--- config.mk ---
export PLATFORM = sky130hd
export DESIGN_NAME = pong_referee
export DESIGN_NICKNAME = d
export VERILOG_FILES = /design/src/rtl/pong_pkg.sv /design/src/rtl/pong_referee_start_sync.sv /design/src/rtl/pong_referee.sv
export SDC_FILE = /design/constraint.sdc
export NUM_CORES = 1
export LEC_CHECK = 0
export CAP_MARGIN = 20
export CELL_PAD_IN_SITES_DETAIL_PLACEMENT = 2
export CELL_PAD_IN_SITES_GLOBAL_PLACEMENT = 2
export CORE_UTILIZATION = 39
export CTS_BUF_LIST = sky130_fd_sc_hd__clkbuf_2
export DETAILED_ROUTE_END_ITERATION = 10
export PLACE_DENSITY_LB_ADDON = 0.12
export SYNTH_ARGS = -nofsm -noshare
export SYNTH_HDL_FRONTEND = slang
export SYNTH_SLANG_ARGS = --single-unit
--- constraint.sdc ---
create_clock -name clk -period 4.3 [get_ports clk]
set_input_delay 0.645 -clock clk [delete_from_list [all_inputs] [get_ports clk]]
set_output_delay 0.645 -clock clk [all_outputs]
set_load 0.01 [all_outputs]
--- src/rtl/pong_pkg.sv ---
// pong_pkg: shared referee state, winner codes, widths and default timing for the pong slice
package pong_pkg;
  localparam int SPEED_W = 5;
  localparam int SCORE_W = 4;
  localparam int SERVE_TICKS_DEF = 2000;
  localparam int POINT_TICKS_DEF = 1000;
  localparam int RAMP_TICKS_DEF = 4000;
  localparam int SPEED_INIT_DEF = 4;
  localparam int SPEED_MAX_DEF = 15;
  localparam int WIN_SCORE_DEF = 9;
  localparam logic [1:0] WIN_NONE = 2'b00;
  localparam logic [1:0] WIN_LEFT = 2'b01;
  localparam logic [1:0] WIN_RIGHT = 2'b10;
  typedef enum logic [2:0] {IDLE, SERVE, PLAY, POINT, GAMEOVER} ref_state_e;
endpackage

--- src/rtl/pong_referee_start_sync.sv ---
// start_sync: 2-flop synchroniser plus rising-edge pulse; in clk, reset, async d; out one-cycle rise
module start_sync (
  input  logic clk,
  input  logic reset,
  input  logic d,
  output logic rise
);
  logic [2:0] s_q, s_d;
  always_comb s_d = {s_q[1:0], d};
  always_ff @(posedge clk) s_q <= reset ? 3'b000 : s_d;
  assign rise = s_q[1] & ~s_q[2];
endmodule

--- src/rtl/pong_referee.sv ---
// pong_referee: serve/rally/point/game-over sequencer; in start, out_left/out_right; out ball_reset, speed, scores, point pulses, winner, playing
module pong_referee
  import pong_pkg::*;
#(
  parameter int SERVE_TICKS = SERVE_TICKS_DEF,
  parameter int POINT_TICKS = POINT_TICKS_DEF,
  parameter int RAMP_TICKS = RAMP_TICKS_DEF,
  parameter int SPEED_INIT = SPEED_INIT_DEF,
  parameter int SPEED_MAX = SPEED_MAX_DEF,
  parameter int WIN_SCORE = WIN_SCORE_DEF
) (
  input  logic clk,
  input  logic reset,
  input  logic start,
  input  logic out_left,
  input  logic out_right,
  output logic ball_reset,
  output logic [SPEED_W-1:0] speed,
  output logic [SCORE_W-1:0] score_l,
  output logic [SCORE_W-1:0] score_r,
  output logic point_l,
  output logic point_r,
  output logic [1:0] winner,
  output logic playing
);
  localparam logic signed [SPEED_W-1:0] S_INIT = SPEED_W'(SPEED_INIT);
  localparam logic signed [SPEED_W-1:0] S_MAX = SPEED_W'(SPEED_MAX);
  localparam logic [SCORE_W-1:0] WIN = SCORE_W'(WIN_SCORE);
  logic start_rise;
  ref_state_e state_q, state_d;
  logic [15:0] timer_q, timer_d;
  logic [SCORE_W-1:0] score_l_q, score_l_d, score_r_q, score_r_d;
  logic signed [SPEED_W-1:0] speed_q, speed_d;
  logic [1:0] winner_q, winner_d;
  logic ball_reset_q, ball_reset_d, playing_q, playing_d;
  logic point_l_q, point_l_d, point_r_q, point_r_d;
  start_sync u_start_sync (
    .clk(clk),
    .reset(reset),
    .d(start),
    .rise(start_rise)
  );
  always_comb begin
    state_d = state_q;
    timer_d = timer_q + 16'd1;
    score_l_d = score_l_q;
    score_r_d = score_r_q;
    speed_d = speed_q;
    winner_d = winner_q;
    point_l_d = 1'b0;
    point_r_d = 1'b0;
    case (state_q)
      IDLE, GAMEOVER: begin
        if (start_rise) begin
          score_l_d = '0;
          score_r_d = '0;
          winner_d = WIN_NONE;
          state_d = SERVE;
        end
      end
      SERVE: if (timer_q == 16'(SERVE_TICKS - 1)) state_d = PLAY;
      PLAY: begin
        if (out_left && out_right) begin
          state_d = POINT;
        end else if (out_right) begin
          score_l_d = score_l_q + 1'b1;
          point_l_d = 1'b1;
          state_d = POINT;
        end else if (out_left) begin
          score_r_d = score_r_q + 1'b1;
          point_r_d = 1'b1;
          state_d = POINT;
        end else if (timer_q == 16'(RAMP_TICKS - 1)) begin
          timer_d = '0;
          speed_d = (speed_q < S_MAX) ? speed_q + 1'b1 : speed_q;
        end
      end
      POINT: begin
        if (timer_q == 16'(POINT_TICKS - 1)) begin
          winner_d = (score_l_q == WIN) ? WIN_LEFT : (score_r_q == WIN) ? WIN_RIGHT : WIN_NONE;
          state_d = (winner_d != WIN_NONE) ? GAMEOVER : SERVE;
        end
      end
      default: state_d = IDLE;
    endcase
    if (state_d != state_q) timer_d = '0;
    if (state_d == SERVE) speed_d = S_INIT;
    ball_reset_d = state_d != PLAY;
    playing_d = state_d == PLAY;
  end
  always_ff @(posedge clk) begin
    if (reset) begin
      state_q <= IDLE;
      timer_q <= '0;
      score_l_q <= '0;
      score_r_q <= '0;
      speed_q <= S_INIT;
      winner_q <= WIN_NONE;
      ball_reset_q <= 1'b1;
      playing_q <= 1'b0;
      point_l_q <= 1'b0;
      point_r_q <= 1'b0;
    end else begin
      state_q <= state_d;
      timer_q <= timer_d;
      score_l_q <= score_l_d;
      score_r_q <= score_r_d;
      speed_q <= speed_d;
      winner_q <= winner_d;
      ball_reset_q <= ball_reset_d;
      playing_q <= playing_d;
      point_l_q <= point_l_d;
      point_r_q <= point_r_d;
    end
  end
  assign ball_reset = ball_reset_q;
  assign speed = speed_q;
  assign score_l = score_l_q;
  assign score_r = score_r_q;
  assign winner = winner_q;
  assign playing = playing_q;
  assign point_l = point_l_q;
  assign point_r = point_r_q;
endmodule

==> results of run 1 <==
==> layer usage <==
layer  vias to the layer above  routed length [µm]  global-route usage, %
met5                         -                   0                      0
met4                         0                  60                   6.29
met3                         7                 113                   4.82
li1                        842                   -                      -
met1                       855                2440                   26.5
met2                        17                2840                   38.7
==> sequential cells by signal, summed over array words and instances, names as in the netlist <==
signal and flops:
timer_q 16, speed 5, score_l 4, score_r 4, state_q 3, u_start_sync.s_q 3, winner 2, ball_reset 1
playing 1, point_l 1, point_r 1
==> Yosys cell counts, types with 3 or more instances <==
master	n	area share, %
sky130_fd_sc_hd__dfxtp_1	41	40
sky130_fd_sc_hd__nor2_1	23	4.2
sky130_fd_sc_hd__nand2_1	16	2.9
sky130_fd_sc_hd__nand3_1	11	2.7
sky130_fd_sc_hd__nor3_1	11	2.7
sky130_fd_sc_hd__xnor2_1	10	4.2
sky130_fd_sc_hd__xor2_1	8	3.4
sky130_fd_sc_hd__a21oi_1	7	1.7
sky130_fd_sc_hd__buf_2	6	1.4
sky130_fd_sc_hd__ha_1	6	3.6
sky130_fd_sc_hd__and3_1	5	1.5
sky130_fd_sc_hd__inv_1	5	0.90
sky130_fd_sc_hd__nor2b_1	5	1.5
sky130_fd_sc_hd__nor4_1	5	1.5
sky130_fd_sc_hd__nand2b_1	4	1.2
sky130_fd_sc_hd__nand4_1	4	1.2
sky130_fd_sc_hd__nor4b_2	4	2.9
sky130_fd_sc_hd__and2_1	3	0.90
sky130_fd_sc_hd__and4_1	3	1.3
sky130_fd_sc_hd__clkbuf_1	3	0.54
sky130_fd_sc_hd__nand3b_1	3	1.1
sky130_fd_sc_hd__nor3b_1	3	1.1
sky130_fd_sc_hd__o21ai_0	3	0.72
==> logic make-up (layout without fill, tap and decap cells) <==
| kind of cell | Yosys count | in the layout | share of synthesized area, % |
|---|---|---|---|
| buffers and inverters | 17 | 35 | 4.34 |
| AND/OR/NAND/NOR | 117 | 117 | 35.3 |
| AO/OA/AOI/OAI | 24 | 24 | 8.08 |
| flip-flops | 41 | 41 | 39.5 |
| XOR/XNOR | 18 | 18 | 7.59 |
| multiplexers | 3 | 3 | 1.57 |
| adder cells (fa/ha/maj) | 6 | 6 | 3.62 |
==> power breakdown <==
| part | switching (mW) | internal, mW | leakage, nW |
|---|---|---|---|
| Sequential | 0.00574 | 0.386 | 0.331 |
| Clock | 0.130 | 0.0379 | 0.0265 |
| Combinational | 0.0202 | 0.0134 | 0.430 |
==> worst reg2reg max path, delay by kind of cell (launching register included) <==
kind | cells | cell delay [ps]
flip-flops | 1 | 460
AND/OR/NAND/NOR | 5 | 1870
==> metrics by stage <==
step	std cells	utilization, %	power, mW	setup slack [ps]	hold WS, ps
2_1_floorplan	226	-	0.421	2350	414
3_3_place_gp	307	45.5	0.431	1640	426
3_5_place_dp	307	45.5	0.433	1490	457
4_1_cts	314	46.1	0.602	1860	482
5_1_grt	314	46.1	0.622	1730	493
6_report	314	46.1	0.593	1860	477
==> cell type report <==
class / instances / area, µm²
inverter: 5 / 18.8
clock inverter: 1 / 3.75
timing repair buffer: 23 / 230
sequential: 41 / 821
multi-input combinational: 168 / 1160
fill: 587 / 2750
tap: 70 / 87.6
clock buffer: 6 / 30.0
==> worst paths after layout <==
check / from / end
max reg2reg: timer_q[9]$_SDFF_PP0_ / timer_q[8]$_SDFF_PP0_
max: timer_q[9]$_SDFF_PP0_ / timer_q[8]$_SDFF_PP0_
min: u_start_sync.s_q[0]$_SDFF_PP0_ / u_start_sync.s_q[1]$_SDFF_PP0_
min reg2reg: u_start_sync.s_q[0]$_SDFF_PP0_ / u_start_sync.s_q[1]$_SDFF_PP0_
==> metrics.log, run 1 <==
INFO  metric outcome = finished clean
INFO  metric finalHoldViolations = 0
INFO  metric clk_latency = 420 ps
INFO  metric htree_levels = 2
INFO  metric globalRoute.totalOverflow = 0
INFO  metric die_area = 5620 µm²
INFO  metric initial_utilization = 40.6%
INFO  metric critPathBufInv = 0
INFO  metric avgViaCountPerCell = 5.48
INFO  metric cts-buffers-inserted = 5
INFO  metric reg2reg_slack = 1860 ps
INFO  metric critical_path_depth = 5
INFO  metric insertedDiodeCount = 0
INFO  metric pin_count_of_the_biggest_net_entering_global_routing = 18
INFO  metric vias = 1721
INFO  metric via_count_of_the_first_global_routing_pass = 1814
INFO  metric synth_cell_type_count = 52
INFO  metric cts_hold_buf = 0
INFO  metric place.port_buffers = 23
INFO  metric finalSetupTns = 0 ps
INFO  metric fin_worst_skew = 12.3 ps
INFO  metric timing.final.crit_period = 2440 ps
INFO  metric p_leak = 0.788 nW
INFO  metric required_time_reported_for_the_critical_path_endpoint = 4600 ps
INFO  metric most_frequent_standard_cell_in_the_layout_excluding_fill_and_tap_cells = sky130_fd_sc_hd__dfxtp_1
INFO  metric worst-setup-path-type = flop to flop
INFO  metric worst_hold_path.num_cells = 1
INFO  metric chipHeight = 75.0 µm
INFO  metric clock_tree_from_tritoncts = done
INFO  metric crit_path_start_kind = flop
INFO  metric final_antenna_net_count = 0
INFO  metric tightest_slew = 661 ps
INFO  metric post_route_drc_violation_count = 0
INFO  metric ys_warn_count = 0
INFO  metric post-route-cell-area = 2360 µm²
INFO  metric finalWeightedCongestion = 0.794
INFO  metric mappedNetlistNets = 237
INFO  metric floorplan.io_pins = 24
INFO  metric cp_cell_sequence = nor4b_2, and4b_1, or4b_1, nand2_1, nor4_1
INFO  metric detailedRoute.firstIterationViolations = 68
INFO  metric ys_seq_elements = 41
INFO  metric critPathArrivalTime = 2740 ps
INFO  metric avgSynthCellArea = 9.18 µm²
INFO  metric placeableCoreArea = 5110 µm²
INFO  metric syn-cell-area = 2080 µm²
INFO  metric dp_hpwl = 4090 µm
INFO  metric cts_num_sinks = 41
INFO  metric clock.fmax = 409 MHz
INFO  metric synth_edf_count = 0
INFO  metric clock_transition_at_the_register_clock_pins_on_the_worst_setup_and_hold_paths_after_cts = 210 ps
INFO  metric ir_drop = 0.000127 V
INFO  metric ys.flop_type = sky130_fd_sc_hd__dfxtp_1
INFO  metric timing.reg2reg.worst_path_depth = 5
INFO  metric timing_max_transition_violations_final = 0
INFO  metric global_route_wire_length_before_repair = 9000 µm
INFO  metric crit_slowest_cell = sky130_fd_sc_hd__nand2_1
INFO  metric finalSetupViolations = 0
INFO  metric area.growth.synth_to_final = 13.5%
INFO  metric power_per_cell_area = 252 nW/µm²
INFO  metric grt_usage = 21.8%
INFO  metric rsz_0062_raised_after_global_routing = false
INFO  metric hold_path.class = flop to flop
INFO  metric std_cell_rows = 26
INFO  metric synth-async-reset-ratio = 0%
INFO  metric post_dp_cell_area = 2320 µm²
INFO  metric cts-root-buf = sky130_fd_sc_hd__clkbuf_2
INFO  metric die_width = 75.0 µm
INFO  metric cts_resized = 0
INFO  metric synth.yosys.seq_area_share = 39.5%
INFO  metric cpLargestDelayFamily = simple AND/OR/NAND/NOR gates
INFO  metric layout_worst_path_cycle_share = 56.8%
INFO  metric routed_wl = 5450 µm
INFO  metric detail_route.wl_per_cell = 17.3 µm
INFO  metric bufs_on_longest_clock_path = 2
INFO  metric fin_nets = 255
INFO  metric worst_path_largest_cell_delay = 530 ps
INFO  metric layout-drive-gt1-share = 9.02%
INFO  metric relSlewSlack = 55.8%
INFO  metric end_kind = flop
INFO  metric antenna_found_initial = 0
INFO  metric synthesis.instances = 226
INFO  metric mostFrequentLayoutCells = 41 x sky130_fd_sc_hd__dfxtp_1, 23 x sky130_fd_sc_hd__nor2_1, 23 x sky130_fd_sc_hd__clkdlybuf4s50_1
INFO  metric crit_fanout = 14
INFO  metric post_cts.repair.setup_buffers = 0
INFO  metric drt-pass1-iter-count = 4
INFO  metric drv_cap = 0
No activity file was read; power rests on OpenSTA's default activity.
==> run 2: changes to the inputs <==
--- a/config.mk
+++ b/config.mk
@@ -8,7 +8,7 @@
 export CAP_MARGIN = 20
 export CELL_PAD_IN_SITES_DETAIL_PLACEMENT = 2
 export CELL_PAD_IN_SITES_GLOBAL_PLACEMENT = 2
-export CORE_UTILIZATION = 39
+export CORE_UTILIZATION = 32
 export CTS_BUF_LIST = sky130_fd_sc_hd__clkbuf_2
 export DETAILED_ROUTE_END_ITERATION = 10
 export PLACE_DENSITY_LB_ADDON = 0.12
==> constraint.sdc (replaced) <==
create_clock -name clk -period 2.1 [get_ports clk]
set_input_delay 0.315 -clock clk [delete_from_list [all_inputs] [get_ports clk]]
set_output_delay 0.315 -clock clk [all_outputs]
set_load 0.01 [all_outputs]
==> metrics.log, run 2 (same netlist as run 1, synthesis figures left out) <==
INFO  metric pin_count_of_the_biggest_net_entering_global_routing = 16 (-2)
INFO  metric mostFrequentLayoutCells = 40 x sky130_fd_sc_hd__dfxtp_1, 27 x sky130_fd_sc_hd__buf_4, 23 x sky130_fd_sc_hd__nor2_1, 23 x sky130_fd_sc_hd__clkdlybuf4s50_1, 16 x sky130_fd_sc_hd__nand2_1
INFO  metric cts-root-buf = sky130_fd_sc_hd__clkbuf_2
INFO  metric antenna_found_initial = 0 (unchanged)
INFO  metric drt-pass1-iter-count = 4 (unchanged)
INFO  metric htree_levels = 2 (unchanged)
INFO  metric avgViaCountPerCell = 5.23 (-4.6%)
INFO  metric critical_path.startpoint = timer_q[1]$_SDFF_PP0_
INFO  metric reg2reg_from = timer_q[1]$_SDFF_PP0_
INFO  metric dp_hpwl = 4290 µm (+4.8%)
INFO  metric crit_fanout = 15 (+1)
INFO  metric placeableCoreArea = 6100 µm² (+19%)
INFO  metric timing.reg2reg.worst_path_depth = 5 (unchanged)
INFO  metric end_kind = flop
INFO  metric grt_usage = 18.8% (-3.0 points)
INFO  metric cts_hold_buf = 0 (unchanged)
INFO  metric die_width = 82.5 µm (+10%)
INFO  metric finalSetupViolations = 0 (unchanged)
INFO  metric cts-buffers-inserted = 5 (unchanged)
INFO  metric detailedRoute.firstIterationViolations = 63 (-7.4%)
INFO  metric r2r_end = timer_q[3]$_SDFF_PP0_
INFO  metric power.share.clock = 34.4% (+6.1 points)
INFO  metric floorplan.io_pins = 24 (unchanged)
INFO  metric seq_pwr_share = 59.3% (-6.8 points)
INFO  metric detail_route.wl_per_cell = 16.4 µm (-5.2%)
INFO  metric max_flop_register = timer_q
INFO  metric crit_path_start_kind = flop
INFO  metric fin_nets = 283 (+11%)
INFO  metric relSlewSlack = 66.9% (+11 points)
INFO  metric largest_register_ffs = 16 (unchanged)
INFO  metric switchingPower = 0.326 mW (+110%)
INFO  metric post_layout_instance_count_excluding_filler_cells = 347 (+11%)
INFO  metric p_leak = 0.949 nW (+20%)
INFO  metric rsz_0062_raised_after_global_routing = true
INFO  metric vias = 1815 (+5.5%)
INFO  metric post_cts.repair.setup_buffers = 0 (unchanged)
INFO  metric reg2reg_slack = 80 ps (-1770 ps)
INFO  metric post-place-cells = 340 (+11%)
INFO  metric std_cell_rows = 28 (+7.7%)
INFO  metric finalWeightedCongestion = 0.728 (-8.3%)
INFO  metric fin_worst_skew = 16.7 ps (+4.36 ps)
INFO  metric power_per_cell_area = 508 nW/µm² (+100%)
INFO  metric chipHeight = 82.5 µm (+10%)
INFO  metric required_time_reported_for_the_critical_path_endpoint = 2440 ps (-2160 ps)
INFO  metric internal_power = 1.02 mW (+130%)
INFO  metric power.switching_fraction = 24.2% (-2.1 points)
INFO  metric globalRoute.totalOverflow = 0 (unchanged)
INFO  metric via_count_of_the_first_global_routing_pass = 1915 (+5.6%)
INFO  metric bufs_on_longest_clock_path = 2 (unchanged)
INFO  metric most_frequent_standard_cell_in_the_layout_excluding_fill_and_tap_cells = sky130_fd_sc_hd__dfxtp_1
INFO  metric final_antenna_net_count = 0 (unchanged)
INFO  metric setup.worst_path.end = timer_q[3]$_SDFF_PP0_
INFO  metric clk_latency = 420 ps (about the same)
INFO  metric clock_tree_from_tritoncts = done
INFO  metric tightest_slew = 489 ps (-171 ps)
INFO  metric post_route_drc_violation_count = 0 (unchanged)
INFO  metric die_area = 6810 µm² (+21%)
INFO  metric layout_worst_path_cycle_share = 96.1% (+39 points)
INFO  metric insertedDiodeCount = 0 (unchanged)
INFO  metric layout-drive-gt1-share = 21.0% (+12 points)
INFO  metric clock.fmax = 496 MHz (+21%)
INFO  metric initial_utilization = 34.1% (-6.6 points)
INFO  metric critPathArrivalTime = 2350 ps (-390 ps)
INFO  metric clock_transition_at_the_register_clock_pins_on_the_worst_setup_and_hold_paths_after_cts = 220 ps (about the same)
INFO  metric worst-setup-path-type = flop to flop
INFO  metric hold_path.class = input pin to flop
INFO  metric outcome = finished clean
INFO  metric hp-start = start
INFO  metric global_route_wire_length_before_repair = 9480 µm (+5.3%)
INFO  metric routed_wl = 5710 µm (+4.8%)
INFO  metric finalHoldViolations = 0 (unchanged)
INFO  metric fin_hold_ws = 421 ps (-55.7 ps)
INFO  metric timing_max_transition_violations_final = 0 (unchanged)
INFO  metric area.growth.synth_to_final = 27.9%
INFO  metric timing.final.crit_period = 2020 ps (-427 ps)
INFO  metric ir_drop = 0.000386 V (+200%)
INFO  metric drv_cap = 0 (unchanged)
INFO  metric cts_num_sinks = 41 (unchanged)
INFO  metric share_comb_of_total_power = 6.3% (+0.6 points)
INFO  metric place.port_buffers = 23 (unchanged)
INFO  metric finalSetupTns = 0 ps (unchanged)
[run 2: how the worst min path moves through the flow]
stage | slack (ps) | end | depth (start not counted)
finish | 420 | u_start_sync.s_q[0]$_SDFF_PP0_ | 2
global route | 400 | u_start_sync.s_q[0]$_SDFF_PP0_ | 2
CTS | 400 | u_start_sync.s_q[0]$_SDFF_PP0_ | 2
detailed placement | 430 | u_start_sync.s_q[1]$_SDFF_PP0_ | 1
global placement | 420 | u_start_sync.s_q[1]$_SDFF_PP0_ | 1
floorplan | 410 | u_start_sync.s_q[1]$_SDFF_PP0_ | 1
[run 2: critical path, stage by stage, from the launching register on]
cell	delay, ps
sky130_fd_sc_hd__dfxtp_2	370
sky130_fd_sc_hd__ha_1	220
sky130_fd_sc_hd__and4bb_2	290
sky130_fd_sc_hd__and3_1	200
sky130_fd_sc_hd__a311o_2	540
sky130_fd_sc_hd__nor4_2	320
[run 2: power by group through the flow]
stage	combinational [mW]	clock (mW)	sequential (mW)
after floorplan	0.0504	0	0.812
after global placement	0.0842	0	0.813
after detailed placement	0.0854	0	0.815
after CTS	0.0861	0.490	0.800
after global routing	0.0948	0.519	0.802
final	0.0852	0.463	0.799
[run 2: cell type report]
type | count | area (µm²)
Sequential cell | 41 | 822
Clock buffer | 5 | 25.0
Multi-Input combinational cell | 168 | 1210
Fill cell | 686 | 3440
Timing Repair Buffer | 51 | 453
Clock inverter | 2 | 35.0
Inverter | 5 | 18.8
Tap cell | 75 | 93.8
[run 2: stage by stage]
step	setup WS [ps]	total power, mW	instance area (µm²)	utilization, %
after floorplan	170	0.862	2080	-
after global placement	-99.6	0.898	2550	41.9
after detailed placement	-120	0.900	2550	41.9
after CTS	15.5	1.38	2620	43.0
after global routing	-8.40	1.42	2660	43.6
final	82.9	1.35	2660	43.6
[run 2: repair_timing]
action	CTS	global route
setup endpoints to repair	1	20
hold endpoints to repair	0	0
pin swaps	0	3
gates resized for setup	1	7
[run 2: layer usage]
| layer | GRT usage [%] | wire length, µm | vias to the layer above |
|---|---|---|---|
| met5 | 0 | 0 | - |
| met4 | 6.72 | 104 | 0 |
| met3 | 3.41 | 123 | 10 |
| met2 | 34.0 | 2860 | 26 |
| met1 | 22.0 | 2620 | 885 |
| li1 | - | - | 894 |
